**config.mk**
```make
export PLATFORM = sky130hd
export DESIGN_NAME = booth_mul_seq
export DESIGN_NICKNAME = d
export VERILOG_FILES = /design/src/rtl/booth_mul_seq.sv
export SDC_FILE = /design/constraint.sdc
export NUM_CORES = 1
export LEC_CHECK = 0
export CAP_MARGIN = 20
export CORE_UTILIZATION = 40
export DETAILED_ROUTE_END_ITERATION = 12
export DONT_BUFFER_PORTS = 1
export PLACE_DENSITY = 0.62
export SLEW_MARGIN = 0
export SYNTH_ARGS = -nofsm -noshare
export SYNTH_HDL_FRONTEND = slang
export SYNTH_SLANG_ARGS = --single-unit
```
**constraint.sdc**
```tcl
create_clock -name clk -period 10.09 [get_ports clk]
set_input_delay 0.5045 -clock clk [delete_from_list [all_inputs] [get_ports clk]]
set_output_delay 0.5045 -clock clk [all_outputs]
set_load 0.02 [all_outputs]
```
**src/rtl/booth_mul_seq.sv**
```systemverilog
// Sequential radix-2 Booth signed multiplier: one Booth step per clock,
// sticky done/result held until the requester acknowledges with muldone_clear.
module booth_mul_seq #(
  parameter int WIDTH = 32,
  parameter int CNT_W = 5
) (
  input  logic                 clk,
  input  logic                 reset,
  input  logic                 mul_start,
  input  logic [WIDTH-1:0]     multiplicand,
  input  logic [WIDTH-1:0]     multiplier,
  input  logic                 muldone_clear,
  output logic [2*WIDTH-1:0]   mul_result,
  output logic                 mul_done,
  output logic                 mul_busy
);

  localparam int ACC_W = 2*WIDTH + 2;
  localparam logic [CNT_W-1:0] LAST_CNT = CNT_W'(WIDTH - 1);

  typedef enum logic [1:0] {S_IDLE, S_EXEC, S_DONE, S_WAIT_LOW} state_t;

  state_t               state_q, state_d;
  logic [WIDTH-1:0]     m_q, m_d;
  logic [ACC_W-1:0]     acc_q, acc_d;
  logic [CNT_W-1:0]     cnt_q, cnt_d;
  logic [2*WIDTH-1:0]   result_q, result_d;
  logic                 done_q, done_d;

  logic [WIDTH:0]       u_cur, m_ext, u_sum;
  logic [ACC_W-1:0]     acc_step;
  logic                 last_step;

  // The extra guard bit in U keeps U - (-2**(WIDTH-1)) representable.
  always_comb begin
    u_cur = acc_q[ACC_W-1:WIDTH+1];
    m_ext = {m_q[WIDTH-1], m_q};
    case (acc_q[1:0])
      2'b01:   u_sum = u_cur + m_ext;
      2'b10:   u_sum = u_cur - m_ext;
      default: u_sum = u_cur;
    endcase
    acc_step  = {u_sum[WIDTH], u_sum, acc_q[WIDTH:1]};
    last_step = (cnt_q == LAST_CNT);
  end

  always_ff @(posedge clk or posedge reset) begin
    if (reset) begin
      state_q  <= S_IDLE;
      m_q      <= '0;
      acc_q    <= '0;
      cnt_q    <= '0;
      result_q <= '0;
      done_q   <= 1'b0;
    end else begin
      state_q  <= state_d;
      m_q      <= m_d;
      acc_q    <= acc_d;
      cnt_q    <= cnt_d;
      result_q <= result_d;
      done_q   <= done_d;
    end
  end

  always_comb begin
    state_d = state_q;
    case (state_q)
      S_IDLE:     if (mul_start) state_d = S_EXEC;
      S_EXEC:     if (last_step) state_d = S_DONE;
      S_DONE:     if (muldone_clear) state_d = mul_start ? S_WAIT_LOW : S_IDLE;
      S_WAIT_LOW: if (!mul_start) state_d = S_IDLE;
      default:    state_d = S_IDLE;
    endcase
  end

  always_comb begin
    m_d      = m_q;
    acc_d    = acc_q;
    cnt_d    = cnt_q;
    result_d = result_q;
    done_d   = done_q;
    case (state_q)
      S_IDLE: begin
        if (mul_start) begin
          m_d   = multiplicand;
          acc_d = {{(WIDTH+1){1'b0}}, multiplier, 1'b0};
          cnt_d = '0;
        end
      end
      S_EXEC: begin
        acc_d = acc_step;
        cnt_d = cnt_q + 1'b1;
        if (last_step) begin
          done_d   = 1'b1;
          result_d = acc_step[2*WIDTH:1];
        end
      end
      S_DONE: begin
        if (muldone_clear) begin
          done_d   = 1'b0;
          result_d = '0;
        end
      end
      default: ;
    endcase
  end

  always_comb begin
    mul_busy   = (state_q == S_EXEC);
    mul_done   = done_q;
    mul_result = result_q;
  end

endmodule

```
* Yosys cells after proc, flatten, opt, wreduce, memory -nomap -nowiden
Index checks and enable logic that the tools add are counted.
** Operators by class
- Add/sub/neg operators :: 3
- $lt $le $gt $ge :: 0
- Bitwise gates (word level) :: 0
- Div/mod/pow operators :: 0
- Reduce and logical (&&, ||, !) cells :: 7
- Eq/ne operators :: 10
- Shifts and indexed selects :: 0
- Multiplexer cells :: 17
- $mul :: 0
** Operator list (count)
- 66-bit one-hot mux with 2 select lines :: 1
- 64-bit two-way mux :: 2
- 64-bit one-hot mux with 2 select lines :: 1
- 66-bit two-way mux :: 1
- 33-bit one-hot mux with 2 select lines :: 1
- 33-bit adder :: 1
- 33-bit subtractor :: 1
- 2-bit two-way mux :: 5
- 5-bit one-hot mux with 2 select lines :: 1
- 2-bit one-hot mux with 4 select lines :: 1
- 2-bit equality test, second input constant :: 3
- 2-bit != test, second input constant :: 3
- 5-bit by 1-bit adder with 5-bit output, second input constant :: 1
- 5-bit equality test, second input constant :: 1
- 5-bit two-way mux :: 1
- 2-bit by 1-bit equality test with 1-bit output, second input constant :: 2
- 2-bit AND reduction :: 2
- 4-bit AND reduction :: 1
- 2-bit nonzero test :: 2
- 3-bit AND reduction :: 1
- 2-bit zero test :: 1
- 1-bit two-way mux :: 2
- 2-bit by 1-bit != test with 1-bit output, second input constant :: 1
- 1-bit one-hot mux with 2 select lines :: 1
** Storage, ports and cells
- Word-level logic and storage cells :: 43
- Input bits :: 68
- Output and inout bits :: 66
- Bits in read-only memories :: 0
- Register bits :: 170
- Memories kept :: 0
- Bits in latches :: 0
- Bits in writable memories :: 0

* Logic depth before layout (Yosys ltp)
Gate-level depths: netlist of run 1.
- Word-level depth :: 4
- Gate-level depth with buffers :: 19
- Gate-level depth less buffers :: 19

* Least setup slack after synthesis of run 1
Ideal clock, no wire load.
- Path type :: reg2reg
- From :: register m_q[0]
- To :: register result_q[56] (netlist: mul_result[56])
- Slack :: 6.324 ns
- Data arrival time :: 3.645 ns
- Clock period less this slack :: 3.766 ns
- Library setup time :: 0.121 ns
- Data required time :: 9.969 ns
- Stages on the path, launching flop included :: 19
- Buffers on the path :: 1
- Cells stage by stage :: dfrtp_1 > inv_1 > ha_1 > nor3b_1 > and2_1 > and3_1 > a21oi_1 > xnor2_1 > ha_1 > clkbuf_1 > a21o_1 > a21o_1 > a21o_1 > a2111oi_0 > o31ai_1 > a21oi_1 > xor2_1 > o21ai_0 > a22o_1
** On the way
- Word-level cells in the longest chain between the ends :: 4
- Elaborated cells between the ends (all ways) :: 5
- Classes of those cells :: add/sub (2); mux (3)
** Ends and longest elaborated chain
- start, declared :: line 24 : logic [WIDTH-1:0] m_q, m_d;
- start signal, assigned :: line 57 : m_q <= m_d;
- 33-bit subtractor or 33-bit adder (tied branches) :: line 40, 39
- 33-bit one-hot mux with 2 select lines * :: line 38 : case (acc_q[1:0])
- 64-bit two-way mux * :: line 93 : if (last_step) begin
- 64-bit one-hot mux with 2 select lines * :: line 82 : case (state_q)
- end signal, assigned :: line 60 : result_q <= result_d;
- end, declared :: line 27 : logic [2*WIDTH-1:0] result_q, result_d;
Every way passes the cells marked *; elsewhere a longest branch is shown, timed or not. The select of a mux whose other input is x is not followed.
A chain may end at the register's enable or synchronous reset.

* Worst setup path after layout of run 1
Ends and elaborated chain as after synthesis.

==> results.toml, run 1 <==
[sta]
fin_crit_ps = 4470
finalSetupViolations = 0
maxSlewViolCount = 0
fmax_ghz = 0.224
fin_skew_ps = 13.0
fin_crit_sh = 0.443
rsz0062_at_grt = "no"
worstMarginPinSlew_ps = 1060
maxSlewHeadroom = 0.296
tns_ps = 0
finalHoldViolCount = 0

[clock_network]
cts_hold_buf = 0
htree_levels = 4
ctsLongestPathBuffers = 2
clk_latency_ps = 430
cts_resized = 0
numCtsBuffers = 17
post_cts_buffers = 0
numClockSinks = 169
cts_tree = "yes"
clk_pin_slew_ps = 70
cts_root_buf = "clkbuf_16"

[synthesis]
synth_top_family_by_area = "compound AO/OA/AOI/OAI gates"
ys_types = 65
async_flop_share = 1.00
synth-simple-area-share = 0.192
seq_area_frac_synth = 0.452
netlist_area_sq_um = 9350
synthXorXnorAreaFrac = 0.0543
syn-num-nets = 1177
synth-compound-area-share = 0.203
synth_mux_area_frac = 0.0111
yosys_warnings = 0
synth_cells = 1072
synth-edff-count = 0
avgSynthCellArea_sq_um = 8.72
ys.flop_type = "dfrtp_1"
ys_ff_latch = 169
synth_fa_ha_area_frac = 0.0503

[critical_path]
start_kind = "flop"
crit_start = "m_q[0]"
worstPathCellList = "inv_1 -> ha_1 -> nor3b_1 -> and2_1 -> and3_1 -> a21oi_1 -> xnor2_1 -> ha_1 -> a21o_1 -> a21o_1 -> a21o_1 -> a2111oi_0 -> o31ai_1 -> a21oi_1 -> xor2_1 -> o21ai_0 -> a22o_1"
reg2reg_from = "m_q[0]"
worstSetupPathType = "reg2reg"
critPathRequiredTime_ps = 10410
crit_arrival_ps = 4790
critPathSlowestCell = "a2111oi_0"
cp_max_fo = 8
worst_path_most_repeated_cell = "a21o_1"
cp-end-kind = "flop"
cp_slowest_stage_delay_ps = 590

[detailed_routing]
ant_nets = 0
num_vias = 7534
drt_iter0_drc = 525
totalWireLength_microns = 24100
drt-vias-per-instance = 5.55
routedWlPerCell_microns = 17.7
route.detailed.drc = 0
drtPass1Iterations = 5

[die]
io_pins = 134
coreArea_sq_um = 22800
start_util = 0.411
die-area_sq_um = 24000
num_rows = 55
die_h_microns = 155
die_x_microns = 155

[job]
maxCapViolCount = 0

[hold_path]
hold_class = "in2async"

[grt]
grt_max_degree = 69
antenna_found_initial = 0
grt_first_pass_wirelength_microns = 39100
grt_overflow = 0
grt_pass1_vias = 7369
grt_usage = 0.207

[placed_design]
gp_congestion = 0.897
io_buffers = 0
place_hpwl_microns = 16500

[cells_and_area]
drive_gt1_frac = 0.0622
mostFrequentLayoutCells = "227 x nand2_1, 169 x dfrtp_1, 82 x nor2_1"
nets = 1138
syn2layout_area_growth_pct = 8.41
layout_commonest_cell = "nand2_1"
antenna_cells = 0
fill_cells = 2215
multi_input_area_sq_um = 4830
final_util = 0.445
seq_area_sq_um = 4230

[run_status]
status = "finished, final reports clean"
area by class of cell:
class                      instances  area share
multi-input combinational        814       0.476
sequential                       169       0.417
clock buffer                      17      0.0420
tap                              313      0.0386
clock inverter                    14      0.0111
inverter                          22     0.00864
timing repair buffer               9     0.00666
state kept, by name (all words and copies together), names as in the netlist:
signal      cells
m_q            32
mul_done        1
state_q         2
mul_result     64
acc_q          65
cnt_q           5
cells by family (layout without fill, tap and decap cells):
family	count (synthesis)	after routing
AO/OA/AOI/OAI	294	294
adder cells (fa/ha/maj)	37	37
flip-flops	169	169
XOR/XNOR	58	58
buffers and inverters	89	62
multiplexers	10	10
AND/OR/NAND/NOR	415	415
critical path, delay by kind of cell, from the launching register on:
kind            cells  cell delay (ps)
compound gates      9             1960
flops               1              410
buf+inv             1               90
simple gates        3             1040
fa+ha+maj           2              540
xor+xnor            2              310
Yosys cell counts (3+ instances only):
master	instances	area share
nor2_1	82	0.033
xor2_1	9	0.0084
and3_1	8	0.0054
nand4_1	6	0.0040
o31ai_1	6	0.0048
nor3_1	15	0.0080
a211oi_1	3	0.0024
nor4_1	3	0.0020
a31o_2	3	0.0028
ha_1	36	0.048
o21bai_1	5	0.0040
inv_1	22	0.0088
a21oi_1	64	0.034
clkbuf_1	58	0.023
a21o_1	14	0.011
mux2i_1	7	0.0075
nor2b_1	7	0.0047
a22o_1	41	0.038
o211ai_1	6	0.0048
dfrtp_1	169	0.45
nor3b_1	3	0.0024
or3_1	4	0.0027
a31oi_1	39	0.026
o21a_1	4	0.0032
nand2_1	228	0.092
nand2b_1	11	0.0074
mux2_2	3	0.0036
nand3_1	35	0.019
buf_1	7	0.0028
o21ai_0	80	0.043
xnor2_1	49	0.046
and4_1	3	0.0028
layer usage:
metal | global-route usage | part of all wire
met4 | 0.0693 | 0.021
met1 | 0.272 | 0.46
met3 | 0.0437 | 0.040
met2 | 0.340 | 0.48
met5 | 0 | 0
per-stage QoR:
stage               setup WS, ps  cell area [sq um]  cells  hold WS (ps)
floorplan                   5010               9350   1072           465
global placement            5830               9600   1327           483
detailed placement          5700               9600   1327           492
CTS                         5650              10100   1358          38.5
global route                5130              10100   1358          42.4
finish                      5620              10100   1358          7.35
final timing paths:
kind	endpoint	slack, ps	depth (start not counted)
max	mul_result[56]	5620	17
min	mul_result[61]	7	1
max reg2reg	mul_result[56]	5620	17
min reg2reg	cnt_q[2]	500	1
max in group asynchronous	acc_q[36]	8880	2
min in group clk	m_q[27]	170	2
Power of run 1 is not shown: default switching activity piles up to over one toggle a cycle in this logic, so the estimate is an artifact.
==> run 2: changes to the inputs <==
--- a/config.mk
+++ b/config.mk
@@ -5,6 +5,7 @@
 export SDC_FILE = /design/constraint.sdc
 export NUM_CORES = 1
 export LEC_CHECK = 0
+export ABC_AREA = 1
 export CAP_MARGIN = 20
 export CORE_UTILIZATION = 40
 export DETAILED_ROUTE_END_ITERATION = 12
==> constraint.sdc (replaced) <==
create_clock -name clk -period 4.7 [get_ports clk]
set_input_delay 0.235 -clock clk [delete_from_list [all_inputs] [get_ports clk]]
set_output_delay 0.235 -clock clk [all_outputs]
set_load 0.02 [all_outputs]
==> results.toml, run 2 <==
[cells_and_area]
seq_area_sq_um = 4230
largest_reg_flops = 65
antenna_cells = 0
syn2layout_area_growth_pct = 14.0
postLayoutCellArea_sq_um = 11400
mostFrequentLayoutCells = "427 x nand2_1, 171 x inv_1, 169 x dfrtp_1"
drive_gt1_frac = 0.0625
largest-register = "acc_q"
fill_cells = 2499
multi_input_area_sq_um = 4870
nets = 1485
layout_commonest_cell = "nand2_1"

[placed_design]
place_area_sq_um = 10300
io_buffers = 0
place_hpwl_microns = 18700
gp_congestion = 0.919

[hold_path]
hold_class = "in2reg"
worstHoldStart = "multiplier[15]"

[synthesis]
avgSynthCellArea_sq_um = 7.40
ys.flop_type = "dfrtp_1"
ys_types = 46
async_flop_share = 1.00
synth-edff-count = 0
synth_top_area_frac = 0.423
ys_ff_latch = 169
synth_most_common_cell = "nand2_1"
netlist_area_sq_um = 10000
synth_top_cell_by_area = "dfrtp_1"
yosys-top-cells-count = "427 x nand2_1, 172 x inv_1, 169 x dfrtp_1"
yosys_warnings = 0
seq_area_frac_synth = 0.423
synthTopCellsByArea = "dfrtp_1 42%, nand2_1 16%, inv_1 6.5%, nand3_1 4.6%, ha_1 4.5%"
synth_cells = 1352
syn-num-nets = 1457

[grt]
grt_pass1_vias = 8338
antenna_found_initial = 0
grt_first_pass_wirelength_microns = 43900
grt_overflow = 0
grt_usage = 0.213
grt_max_degree = 170

[sta]
fmax_ghz = 0.273
worstMarginPinSlew_ps = 1000
tns_ps = 0
finalHoldViolCount = 0
fin_crit_sh = 0.778
rsz0062_at_grt = "no"
finalSetupViolations = 0
maxSlewViolCount = 0
fin_skew_ps = 13.1
fin_crit_ps = 3660
maxSlewHeadroom = 0.332

[critical_path]
critPathRequiredTime_ps = 5030
worstSetupPathType = "reg2reg"
cp-end-kind = "flop"
cp_slowest_stage_delay_ps = 530
crit_start = "acc_q[1]"
worst_path_most_repeated_cell = "nand2_1"
crit_arrival_ps = 3990
critPathSlowestCell = "inv_1"
reg2reg_from = "acc_q[1]"
worstPathCellList = "ha_1 -> buf_4 -> inv_1 -> o21ai_0 -> nand2_2 -> nor2_4 -> xor2_1 -> ha_1 -> nand2_1 -> inv_1 -> a21oi_1 -> o21bai_1 -> a21oi_1 -> nand2_1 -> nand2_1 -> nand3_1 -> nand3_1 -> nand2_1"
cp_max_fo = 20
critPathBufInv = 3
start_kind = "flop"
critPathTopFamily = "compound AO/OA/AOI/OAI gates"

[clock_network]
clk_latency_ps = 440
htree_levels = 4
numCtsBuffers = 17
cts_root_buf = "clkbuf_16"
clk_pin_slew_ps = 90
cts_tree = "yes"
ctsLongestPathBuffers = 2
numClockSinks = 169

[die]
die_h_microns = 160
io_pins = 134
coreArea_sq_um = 24400
num_rows = 57
die_x_microns = 160
die-area_sq_um = 25600
start_util = 0.410

[detailed_routing]
routedWlPerCell_microns = 15.4
drt-vias-per-instance = 5.04
drtPass1Iterations = 5
route.detailed.drc = 0
totalWireLength_microns = 26400
drt_iter0_drc = 607
num_vias = 8653
ant_nets = 0

[job]
maxCapViolCount = 0

[run_status]
status = "finished, final reports clean"
[run 2: cell types whose count changed after synthesis, sizes merged, moves of 21 or more]
cell / before / now
nand2: 228 / 434
inv: 22 / 179
o21ai: 82 / 120
a22o: 41 / 2
a21oi: 64 / 38
xnor2: 49 / 13
nand3: 35 / 93
clkbuf: 58 / 18
buf: 9 / 30
a31oi: 39 / 1
[run 2: logic make-up (layout without fill, tap and decap cells)]
group | Yosys count | after routing | synth area share
flip-flops | 169 | 169 | 0.423
buffers and inverters | 228 | 269 | 0.0910
AND/OR/NAND/NOR | 663 | 663 | 0.275
adder cells (fa/ha/maj) | 37 | 37 | 0.0470
multiplexers | 3 | 3 | 0.00300
AO/OA/AOI/OAI | 214 | 214 | 0.127
XOR/XNOR | 38 | 38 | 0.0333
[run 2: per-stage QoR]
stage          utilization  cells  hold slack [ps]  worst slack [ps]
2_1_floorplan            -   1352              352              1920
3_3_place_gp         0.421   1636              354              1170
3_5_place_dp         0.421   1636              357              1110
4_1_cts              0.467   1717             46.1              1030
5_1_grt              0.467   1717             51.6               667
6_report             0.467   1717             61.7              1040
[run 2: timing repair]
| item | 4_1_cts | 5_1_grt |
|---|---|---|
| buffers inserted | 0 | 0 |
| hold buffers | 49 | 0 |
| endpoints found under the hold margin | 54 | 0 |
| gates resized for setup | 0 | 0 |
[run 2: worst paths after layout]
path	endpoint	slack, ps	cells past startpoint
worst max-delay path	acc_q[60]	1040	18
worst min-delay path	acc_q[16]	60	2
worst max register to register	acc_q[60]	1040	18
worst min register to register	cnt_q[4]	510	1
max in group asynchronous	m_q[18]	3450	3
min in group asynchronous	mul_result[4]	530	3
[run 2: final cells by class]
class	count	share of cell area
Multi-Input combinational cell	955	0.428
Clock inverter	15	0.0198
Clock buffer	17	0.0373
Timing Repair Buffer	57	0.0494
Sequential cell	169	0.371
Inverter	180	0.0596
Tap cell	324	0.0356
[run 2: routing by layer]
layer  track usage  vias up  share of wire
met4        0.0545        0          0.013
met1         0.311     4017           0.50
met2         0.325      215           0.44
li1              -     4396              -
met3        0.0366       25          0.052
met5             0        -              0
Power of run 2 is left out for the same reason.
